File: config.mk
export PLATFORM = sky130hd
export DESIGN_NAME = data_ram_arbiter
export DESIGN_NICKNAME = d
export VERILOG_FILES = /design/src/rtl/data_ram_arbiter_pkg.sv /design/src/rtl/data_ram_arbiter_rr.sv /design/src/rtl/data_ram_arbiter.sv
export SDC_FILE = /design/constraint.sdc
export NUM_CORES = 1
export LEC_CHECK = 0
export ABC_AREA = 1
export CAP_MARGIN = 15
export CORE_AREA = 2 2 167 169
export DETAILED_ROUTE_END_ITERATION = 10
export DIE_AREA = 0 0 169 171
export PLACE_DENSITY = 0.69
export SLEW_MARGIN = 10
export SYNTH_ARGS = -nofsm -noshare
export SYNTH_HDL_FRONTEND = slang
export SYNTH_SLANG_ARGS = --single-unit
File: constraint.sdc
create_clock -name clk -period 7.75 [get_ports clk]
set_input_delay 0.775 -clock clk [delete_from_list [all_inputs] [get_ports clk]]
set_output_delay 0.775 -clock clk [all_outputs]
set_load 0.03 [all_outputs]
File: src/rtl/data_ram_arbiter_pkg.sv
// data_ram_arbiter_pkg: shared bus widths, RAM depth and sequencer state encodings
package data_ram_arbiter_pkg;
  localparam int ADDRESS_BUS_WIDTH = 10;
  localparam int DATA_BUS_WIDTH = 64;
  localparam logic [ADDRESS_BUS_WIDTH-1:0] NUM_DATA_ADDRESSES = ADDRESS_BUS_WIDTH'(512);
  localparam logic [1:0] ST_IDLE = 2'd0;
  localparam logic [1:0] ST_ISSUE = 2'd1;
  localparam logic [1:0] ST_CAPTURE = 2'd2;
endpackage

File: src/rtl/data_ram_arbiter_rr.sv
// rr_arbiter2: two-way round-robin arbiter; last_grant names the port that won the last handshake
module rr_arbiter2 (
  input  logic       clk,
  input  logic       reset,
  input  logic [1:0] req,
  input  logic       advance,
  output logic [1:0] grant,
  output logic       last_grant
);
  always_comb begin
    grant[0] = req[0] & (~req[1] | last_grant);
    grant[1] = req[1] & (~req[0] | ~last_grant);
  end
  always_ff @(posedge clk or posedge reset)
    if (reset) last_grant <= 1'b1;
    else if (advance) last_grant <= grant[1];
endmodule

File: src/rtl/data_ram_arbiter.sv
// data_ram_arbiter: two-port round-robin sequencer in front of the single-port data RAM
module data_ram_arbiter
  import data_ram_arbiter_pkg::*;
(
  input  logic                         clk,
  input  logic                         reset,
  input  logic                         p0_valid,
  input  logic                         p0_write,
  input  logic [ADDRESS_BUS_WIDTH-1:0] p0_addr,
  input  logic [DATA_BUS_WIDTH-1:0]    p0_wdata,
  output logic                         p0_ready,
  output logic                         p0_rvalid,
  output logic [DATA_BUS_WIDTH-1:0]    p0_rdata,
  input  logic                         p1_valid,
  input  logic                         p1_write,
  input  logic [ADDRESS_BUS_WIDTH-1:0] p1_addr,
  input  logic [DATA_BUS_WIDTH-1:0]    p1_wdata,
  output logic                         p1_ready,
  output logic                         p1_rvalid,
  output logic [DATA_BUS_WIDTH-1:0]    p1_rdata,
  output logic                         oob_err,
  output logic                         ram_cs,
  output logic                         ram_memRead,
  output logic                         ram_memWrite,
  output logic [ADDRESS_BUS_WIDTH-1:0] ram_address,
  output logic [DATA_BUS_WIDTH-1:0]    ram_writeData,
  input  logic [DATA_BUS_WIDTH-1:0]    ram_readData
);
  logic [1:0] state, grant;
  logic last_grant, idle, hs, sel_write, sel_oob, cmd_write, cmd_oob;
  logic [ADDRESS_BUS_WIDTH-1:0] sel_addr;
  logic [DATA_BUS_WIDTH-1:0] sel_wdata, cap_data;
  rr_arbiter2 u_arb (
    .clk       (clk),
    .reset     (reset),
    .req       ({p1_valid, p0_valid}),
    .advance   (hs),
    .grant     (grant),
    .last_grant(last_grant)
  );
  always_comb begin
    idle = state == ST_IDLE;
    hs = idle & |grant;
    p0_ready = idle & grant[0];
    p1_ready = idle & grant[1];
    sel_write = grant[1] ? p1_write : p0_write;
    sel_addr = grant[1] ? p1_addr : p0_addr;
    sel_wdata = grant[1] ? p1_wdata : p0_wdata;
    sel_oob = sel_addr >= NUM_DATA_ADDRESSES;
    cap_data = cmd_oob ? '0 : ram_readData;
  end
  // last_grant only moves on a handshake, so it names the owner of the op in flight
  always_ff @(posedge clk or posedge reset)
    if (reset) begin
      state <= ST_IDLE;
      cmd_write <= 1'b0;
      cmd_oob <= 1'b0;
      oob_err <= 1'b0;
      ram_cs <= 1'b0;
      ram_memRead <= 1'b0;
      ram_memWrite <= 1'b0;
      ram_address <= '0;
      ram_writeData <= '0;
      p0_rvalid <= 1'b0;
      p1_rvalid <= 1'b0;
      p0_rdata <= '0;
      p1_rdata <= '0;
    end else begin
      oob_err <= 1'b0;
      p0_rvalid <= 1'b0;
      p1_rvalid <= 1'b0;
      case (state)
        ST_IDLE: if (hs) begin
          state <= ST_ISSUE;
          cmd_write <= sel_write;
          cmd_oob <= sel_oob;
          ram_cs <= ~sel_oob;
          ram_memRead <= ~sel_oob & ~sel_write;
          ram_memWrite <= ~sel_oob & sel_write;
          ram_address <= sel_addr;
          ram_writeData <= sel_wdata;
        end
        ST_ISSUE: begin
          state <= cmd_write ? ST_IDLE : ST_CAPTURE;
          ram_cs <= ~cmd_oob & ~cmd_write;
          ram_memRead <= 1'b0;
          ram_memWrite <= 1'b0;
          oob_err <= cmd_oob;
        end
        ST_CAPTURE: begin
          state <= ST_IDLE;
          ram_cs <= 1'b0;
          if (last_grant) begin
            p1_rvalid <= 1'b1;
            p1_rdata <= cap_data;
          end else begin
            p0_rvalid <= 1'b1;
            p0_rdata <= cap_data;
          end
        end
        default: state <= ST_IDLE;
      endcase
    end
endmodule

==> results of run 1 <==
-- where the power goes --
group          total, W  leakage, nW  switching [W]  internal [W]
combinational   0.00323         3.89        0.00202       0.00121
clock           0.00111        0.372       0.000449      0.000659
sequential      0.00185         2.61       0.000255       0.00159
-- worst paths after layout --
path | from | to | cells after the start
setup / recovery | p1_valid | p0_ready | 4
hold / removal | p1_rdata[12] | p1_rdata[12] | 2
setup reg to reg | state[0] | ram_writeData[63] | 6
hold reg to reg | p1_rdata[12] | p1_rdata[12] | 2
max in group asynchronous | reset | p1_rdata[58] | 3
min in group asynchronous | reset | p1_rdata[1] | 2
-- logic make-up (layout without fill, tap and decap cells) --
family | after synthesis | after routing
AND/OR/NAND/NOR | 638 | 638
flip-flops | 212 | 212
buffers and inverters | 162 | 557
AO/OA/AOI/OAI | 146 | 146
adder cells (fa/ha/maj) | 4 | 4
-- cell type report --
type,instances,share of cell area
sequential,212,0.364
timing repair buffer,438,0.299
multi-input combinational,788,0.235
clock buffer,37,0.0488
tap,346,0.0297
inverter,78,0.0206
clock inverter,4,0.00309
-- through the flow --
| stage | utilization | hold slack, ns |
|---|---|---|
| floorplan | - | 0.476 |
| global placement | 0.505 | 0.461 |
| detailed placement | 0.505 | 0.464 |
| CTS | 0.533 | 0.481 |
| global route | 0.533 | 0.502 |
| finish | 0.533 | 0.476 |
-- critical path, cell delays in order --
cell             delay [ns]
buf_2                  0.54
buf_4                  0.57
a21oi_1                0.16
clkdlybuf4s50_1        0.62
-- cells in the mapped netlist --
cell,count
a21oi_1,3
a31oi_1,73
buf_1,3
buf_2,47
buf_4,8
buf_6,4
clkbuf_1,22
dfrtp_1,211
dfstp_2,1
ha_1,4
inv_1,76
inv_2,2
nand2_1,412
nand2_4,2
nand3_1,77
nand3b_1,2
nor2_1,142
nor2_4,2
nor3_1,1
o211ai_1,2
o21ai_0,66
o21ai_1,1
o22ai_1,1
-- sequential cells by signal, indices dropped and copies added, names as in the netlist --
register	flops
cmd_write	1
ram_memRead	1
p1_rvalid	1
ram_writeData	64
u_arb.last_grant	1
ram_address	10
ram_cs	1
p1_rdata	64
p0_rvalid	1
ram_memWrite	1
oob_err	1
p0_rdata	64
state	2
-- routing by layer --
layer	share of wire	vias up	track usage
li1	-	4442	-
met1	0.40	4355	0.261
met2	0.48	416	0.357
met3	0.081	68	0.0504
met4	0.038	2	0.0858
met5	0.00016	-	0
==> run_results.csv, run 1 <==
group,metric,value,unit
floorplanning,io-pin-count,428,
timing,tightest_slew,1.06,ns
timing,fmax,287,MHz
global_routing,grt_max_degree,140,
setup_path,criticalPathCategory,"primary input to output port",
clock_network,clk_path_buf_depth,3,
timing,setup_viol,0,
routing,ant_nets,0,
synth,ys_seq_area_frac,0.562,
floorplanning,core.rowCount,61,
global_routing,grt_pass1_vias,9016,
timing,rsz0062_at_grt,"no",
timing,timing.final.crit_share,0.450,
place,postPlaceCellArea,13800,um^2
routing,vias,9283,
cells_and_area,seqCellArea,5310,um^2
global_routing,grtUsageTotal,0.211,
routing,drt-total-wl,31.7,mm
synth,synth_nets,1384,
setup_path,crit_required,6.97,ns
global_routing,grt.overflow.total,0,
clock_network,clkTransAtPathRegs,0.06,ns
synth,synth_xor_xnor_area_share,0,
place,numPlacedInstances,1862,
timing,hold_violations,0,
place,place.gp.congestion,0.832,
timing,fin_skew,0.00805,ns
setup_path,startpoint_type,"primary input",
place,numPortBuffers,427,
timing,finalSetupTns,0,ns
cells_and_area,fill_cells,2553,
cells_and_area,layout-drive-gt1-share,0.0366,
clock_network,htreeDepth,1,
synth,synthSimpleGateAreaFrac,0.268,
hold_path,hold_class,"flop to flop",
timing,slew_viol_final,0,
routing,wl_per_cell,16.7,um
clock_network,postCtsSetupRepairBufs,0,
synth,synth-compound-area-share,0.0877,
synth,synth_top_family_by_area,"simple AND/OR/NAND/NOR gates",
synth,ys_warn_count,0,
cells_and_area,fin_cells,1903,
synth,synth-seq-cells,212,
synth,synth_top_area_frac,0.559,
cells_and_area,n_antenna_cell,0,
floorplanning,die_h,171,um
setup_path,cp_max_fo,50,
clock_network,clk_latency,0.51,ns
power_and_ir_drop,vdd_ir_drop_max,0.000221,V
synth,syn_inst,1162,
clock_network,cts_made_buffers,24,
timing,fin_ws,4.26,ns
clock_network,clock-root-buffer,"clkbuf_16",
cells_and_area,final_cell_area,14600,um^2
cells_and_area,area_delta_synth_final,54.3,%
clock_network,clock_sinks,212,
timing,slew_headroom,0.294,
floorplanning,die_w,169,um
global_routing,grt_pass1_wl,48.8,mm
setup_path,worstPathArrival,2.71,ns
clock_network,tritoncts,"yes",
setup_path,worst-r2r-setup-slack,4.77,ns
status,status,"completed",
routing,drt-initial-drc-count,741,
timing,min_period,3.49,ns
floorplanning,die_area,28900,um^2
power_and_ir_drop,p_per_area,425,nW/um^2
cells_and_area,mostFrequentLayoutCell,"clkdlybuf4s50_1",
power_and_ir_drop,finalPower,0.00619,W
global_routing,antenna_found_initial,0,
floorplanning,initial_utilization,0.346,
routing,drt_pass1_iterations,7,
flow_run,drv_cap,0,
setup_path,cp-end-kind,"output port",
synth,netlist_area,9440,um^2
place,hpwl,21.5,mm
routing,via_per_inst,4.88,
synth,ys_types,23,
floorplanning,coreArea,27300,um^2
cells_and_area,finalNetCount,1764,
routing,drc_errors,0,
cells_and_area,multiInputGateArea,3420,um^2
synth,yosysTopAreaCell,"dfrtp_1",
synth,synthTopCellsByArea,"dfrtp_1 (56%), nand2_1 (16%), nor2_1 (5.6%), a31oi_1 (4.8%), nand3_1 (4.1%)",
cells_and_area,layout_common_cells,"clkdlybuf4s50_1 (426), nand2_1 (411), dfrtp_1 (210)",
synth,avgSynthCellArea,8.13,um^2
place,place_ws,4.25,ns
clock_network,holdBufCountCts,0,
power_and_ir_drop,p_leak,6.86,nW
clock_network,post_cts_resized,0,
synth,muxShareOfSynthArea,0,
synth,yosys.area_share.adder,0.00530,
Power figures use the tool's default switching activity.
==> run 2: changes to the inputs <==
clock period = 3.4 ns   (was 7.75 ns; I/O delays follow)
==> run 2 against run 1 <==
  * Worst setup slack got worse by 3.4 ns
  * Register-to-register slack got worse by 3.5 ns
  * Highest routed layer is now met4
  * Combinational power up 130%
  * Critical path depth rose by 1
  * Power is 130% higher
  * Utilization rose by 0.59 points
==> run_results.csv, run 2 (same netlist as run 1, synthesis figures left out) <==
group,metric,value,unit
setup_path,startpoint_type,"flop",
status,status,"completed",
global_routing,antenna_found_initial,0,
power_and_ir_drop,p_per_area,967,nW/um^2
global_routing,grt.overflow.total,0,
hold_path,hold_class,"primary input to asynchronous set/reset pin",
routing,drc_errors,0,
timing,slew_headroom,0.413,
routing,wl_per_cell,16.4,um
timing,fin_skew,0.0118,ns
timing,slew_viol_final,0,
setup_path,worst-r2r-setup-slack,1.24,ns
setup_path,crit_required,3.06,ns
floorplanning,initial_utilization,0.346,
clock_network,htreeDepth,1,
cells_and_area,finalNetCount,1773,
clock_network,clock-root-buffer,"clkbuf_16",
setup_path,cp_max_fo,5,
timing,hold_violations,0,
global_routing,grt_pass1_vias,8737,
power_and_ir_drop,vdd_ir_drop_max,0.000638,V
setup_path,slowest_stage,"clkdlybuf4s50_1",
floorplanning,die_w,169,um
timing,finalSetupTns,0,ns
routing,drt-initial-drc-count,642,
clock_network,postCtsSetupRepairBufs,0,
cells_and_area,reg_top3,"p0_rdata (64), p1_rdata (64), ram_writeData (64)",
flow_run,drv_cap,0,
floorplanning,io-pin-count,428,
global_routing,grt_max_degree,77,
cells_and_area,fill_cells,2553,
routing,drt-total-wl,31.3,mm
timing,rsz0062_at_grt,"no",
floorplanning,die_h,171,um
timing,tightest_slew,0.879,ns
clock_network,clk_latency,0.52,ns
setup_path,worstPathArrival,2.21,ns
global_routing,grt_pass1_wl,47.8,mm
setup_path,r2r-end,"ram_address[8]",
timing,whs,0.211,ns
timing,fmax,392,MHz
setup_path,cp-end-kind,"output port",
place,place.gp.congestion,0.816,
clock_network,holdBufCountCts,0,
cells_and_area,n_antenna_cell,0,
floorplanning,coreArea,27300,um^2
routing,ant_nets,0,
timing,timing.final.crit_share,0.750,
global_routing,grtUsageTotal,0.207,
setup_path,cp_slowest_stage_delay,0.69,ns
floorplanning,die_area,28900,um^2
cells_and_area,layout_common_cells,"clkdlybuf4s50_1 (425), nand2_1 (411), dfrtp_1 (210)",
setup_path,rr_worst_depth,7,
floorplanning,core.rowCount,61,
power_and_ir_drop,p_leak,6.94,nW
setup_path,crit_path_cell_trace,"inv_1 > ha_1 > nand2_1 > a21oi_1 > clkdlybuf4s50_1",
cells_and_area,mostFrequentLayoutCell,"clkdlybuf4s50_1",
routing,via_per_inst,4.79,
clock_network,clock_sinks,212,
clock_network,tritoncts,"yes",
cells_and_area,area_delta_synth_final,56.0,%
place,hpwl,22.0,mm
clock_network,clk_path_buf_depth,3,
setup_path,criticalPathCategory,"flop to output port",
clock_network,cts_made_buffers,24,
cells_and_area,layout-drive-gt1-share,0.0434,
routing,drt_pass1_iterations,5,
clock_network,post_cts_resized,0,
clock_network,clkTransAtPathRegs,0.06,ns
timing,setup_viol,0,
setup_path,r2r_start,"state[0]",
place,numPortBuffers,427,
routing,vias,9154,
timing,min_period,2.55,ns
## run 2: report_power, final
| group | internal (W) | switching (W) |
|---|---|---|
| clock network | 0.00160 | 0.00102 |
| logic | 0.00282 | 0.00459 |
| registers | 0.00363 | 0.000584 |
## run 2: area by class of cell
class                   count  area, um^2  share of cell area
clock buffers              39         728              0.0494
clock inverters             3        65.1             0.00442
inverters                  78         297              0.0201
multi-input cells         788        3420               0.232
flip-flops and latches    212        5310               0.360
well taps                 346         433              0.0294
repair buffers            447        4480               0.304
## run 2: through the flow
| stage | area, um^2 | instances | power [W] | util | setup slack, ns |
|---|---|---|---|---|---|
| finish | 14700 | 1913 | 0.0142 | 0.539 | 0.848 |
| global route | 14700 | 1913 | 0.0151 | 0.539 | 0.669 |
| CTS | 14700 | 1913 | 0.0144 | 0.539 | 0.809 |
| detailed placement | 13900 | 1871 | 0.0117 | 0.510 | 1.16 |
| global placement | 13900 | 1871 | 0.0116 | 0.510 | 1.17 |
| floorplan | 9450 | 1162 | 0.00848 | - | 0.305 |
## run 2: worst max-delay path by stage
| stage | depth (start not counted) | end | from |
|---|---|---|---|
| 2_1_floorplan | 1 | cmd_write | reset |
| 3_3_place_gp | 6 | ram_address[8] | p0_valid |
| 3_5_place_dp | 6 | ram_address[8] | p0_valid |
| 4_1_cts | 5 | p0_ready | state[0] |
| 5_1_grt | 5 | p0_ready | state[0] |
| 6_report | 5 | p0_ready | state[0] |
## run 2: worst max-delay path: cells and delay by family (launching register included)
| family | cells | cell delay, ns |
|---|---|---|
| adder cells (fa/ha/maj) | 1 | 0.30 |
| flip-flops | 1 | 0.40 |
| AND/OR/NAND/NOR | 1 | 0.08 |
| buffers and inverters | 2 | 0.80 |
| AO/OA/AOI/OAI | 1 | 0.12 |
## run 2: per-layer routing
layer  GRT usage  up-vias  share of wire  routed length, um
li1            -     4452              -                  -
met1       0.243     4265           0.39              12100
met2       0.361      374           0.49              15300
met3      0.0562       63          0.085               2680
met4      0.0847        0          0.040               1250
met5           0        -              0                  0
==> run 3: changes to the inputs <==
clock period = 2.35 ns   (was 3.4 ns; I/O delays follow)
==> run 3 against run 2 <==
  * Cell area rose by 1.1%
  * Power rose by 47%
  * Clock skew fell by 0.0023 ns
  * Wire length rose by 1.1%
  * Largest cell class unchanged
==> run_results.csv, run 3 (same netlist as run 1, synthesis figures left out) <==
group,metric,value,unit
place,numPortBuffers,427,
floorplanning,die_w,169,um
routing,drt-total-wl,31.6,mm
cells_and_area,reg_top3,"p0_rdata (64), p1_rdata (64), ram_writeData (64)",
global_routing,grtUsageTotal,0.210,
clock_network,clk_path_buf_depth,3,
floorplanning,die_area,28900,um^2
place,hpwl,22.4,mm
cells_and_area,fill_cells,2484,
clock_network,clk_latency,0.51,ns
setup_path,cp_slowest_stage_delay,0.59,ns
cells_and_area,finalNetCount,1779,
setup_path,r2r_start,"state[0]",
cells_and_area,layout_common_cells,"clkdlybuf4s50_1 (424), nand2_1 (411), dfrtp_1 (210)",
floorplanning,die_h,171,um
power_and_ir_drop,finalPower,0.0209,W
power_and_ir_drop,p_leak,7.03,nW
setup_path,worstPathArrival,1.87,ns
global_routing,grt_pass1_wl,48.4,mm
timing,whs,0.230,ns
flow_run,drv_cap,0,
cells_and_area,layout-drive-gt1-share,0.0527,
global_routing,grtUsageMet2,0.363,
global_routing,antenna_found_initial,0,
setup_path,cp_max_fo,44,
clock_network,cts_made_buffers,24,
global_routing,met3_usage,0.0604,
timing,timing.final.crit_share,0.895,
clock_network,clock_sinks,212,
setup_path,cp_num_buf_inv,1,
global_routing,grt.busiest_layer,"met2",
routing,via_per_inst,4.80,
status,status,"completed",
timing,fmax,476,MHz
cells_and_area,final_util,0.545,
routing,vias,9218,
power_and_ir_drop,vdd_ir_drop_max,0.000721,V
cells_and_area,mostFrequentLayoutCell,"clkdlybuf4s50_1",
floorplanning,initial_utilization,0.346,
clock_network,holdBufCountCts,0,
timing,fin_ws,0.248,ns
timing,setup_viol,0,
cells_and_area,area_delta_synth_final,57.6,%
timing,rsz0062_at_grt,"no",
timing,tightest_slew,0.804,ns
clock_network,clock-root-buffer,"clkbuf_16",
setup_path,slowest_stage,"dfstp_2",
clock_network,clkTransAtPathRegs,0.06,ns
routing,drt_pass1_iterations,6,
routing,drt-initial-drc-count,615,
routing,wl_per_cell,16.5,um
timing,min_period,2.10,ns
floorplanning,io-pin-count,428,
setup_path,crit_path_cell_trace,"nand2_4 > nand2_4 > nor2_1 > buf_4",
timing,fin_skew,0.00953,ns
hold_path,hold_class,"primary input to flop",
hold_path,hp-start,"p1_valid",
setup_path,cpMostUsedCell,"nand2_4",
floorplanning,coreArea,27300,um^2
clock_network,post_cts_resized,0,
setup_path,cp-end-kind,"output port",
setup_path,setup.worst_path.start,"u_arb.last_grant",
timing,slew_headroom,0.464,
setup_path,crit_required,2.12,ns
setup_path,worst-r2r-setup-slack,0.40,ns
timing,finalSetupTns,0,ns
setup_path,criticalPathCategory,"flop to output port",
timing,hold_violations,0,
routing,ant_nets,0,
global_routing,grt_max_degree,77,
routing,drc_errors,0,
place,place_ws,0.393,ns
global_routing,grt.overflow.total,0,
clock_network,htreeDepth,1,
setup_path,crit_family,"flip-flops",
place,place.gp.congestion,0.816,
clock_network,postCtsSetupRepairBufs,0,
timing,slew_viol_final,0,
floorplanning,core.rowCount,61,
global_routing,grt_pass1_vias,8899,
power_and_ir_drop,p_per_area,1400,nW/um^2
setup_path,startpoint_type,"flop",
cells_and_area,n_antenna_cell,0,
clock_network,tritoncts,"yes",
global_routing,use_met1,0.253,
run 3: changes by cell type in the layout (fill, tap and decap cells not counted):
cell | before | now
clkbuf_1 | 9 | 3
clkdlybuf4s50_1 | 425 | 424
clkinv_4 | 0 | 1
clkinvlp_4 | 1 | 2
buf_4 | 16 | 18
buf_12 | 5 | 10
clkbuf_8 | 5 | 8
clkinv_2 | 1 | 4
run 3: cell type report:
type,count,area (um^2),area share
clock buffers,36,747,0.0502
clock inverters,8,96.3,0.00647
inverters,78,297,0.0199
multi-input cells,788,3420,0.230
flip-flops and latches,212,5310,0.357
well taps,346,433,0.0291
repair buffers,453,4580,0.308
run 3: report_power, final:
part           internal (W)  total [W]  leakage, nW  switching, W
Clock               0.00241    0.00393        0.417       0.00152
Sequential          0.00525    0.00610         2.61      0.000851
Combinational       0.00417     0.0108         4.00       0.00668
run 3: worst paths after layout:
path | endpoint | cells after the start
max reg2reg | ram_writeData[30] | 7
max | p1_ready | 4
min | ram_writeData[25] | 3
max in group asynchronous | u_arb.last_grant | 3
min in group asynchronous | p1_rdata[48] | 3
min reg2reg | p1_rdata[63] | 2
run 3: worst min-delay path, stage by stage:
cell and delay (ns):
buf_2 0.24, nand3_1 0.14, a31oi_1 0.08
run 3: layer usage:
layer  wire [um]  up-vias
met5           0        -
met4         902        0
met3        2970       47
met2       15500      399
met1       12300     4298
li1            -     4474
run 3: metrics by stage:
stage / instance area [um^2] / std cells
after floorplan: 9450 / 1162
after global placement: 14000 / 1877
after detailed placement: 14000 / 1877
after CTS: 14900 / 1921
after global routing: 14900 / 1921
final: 14900 / 1921
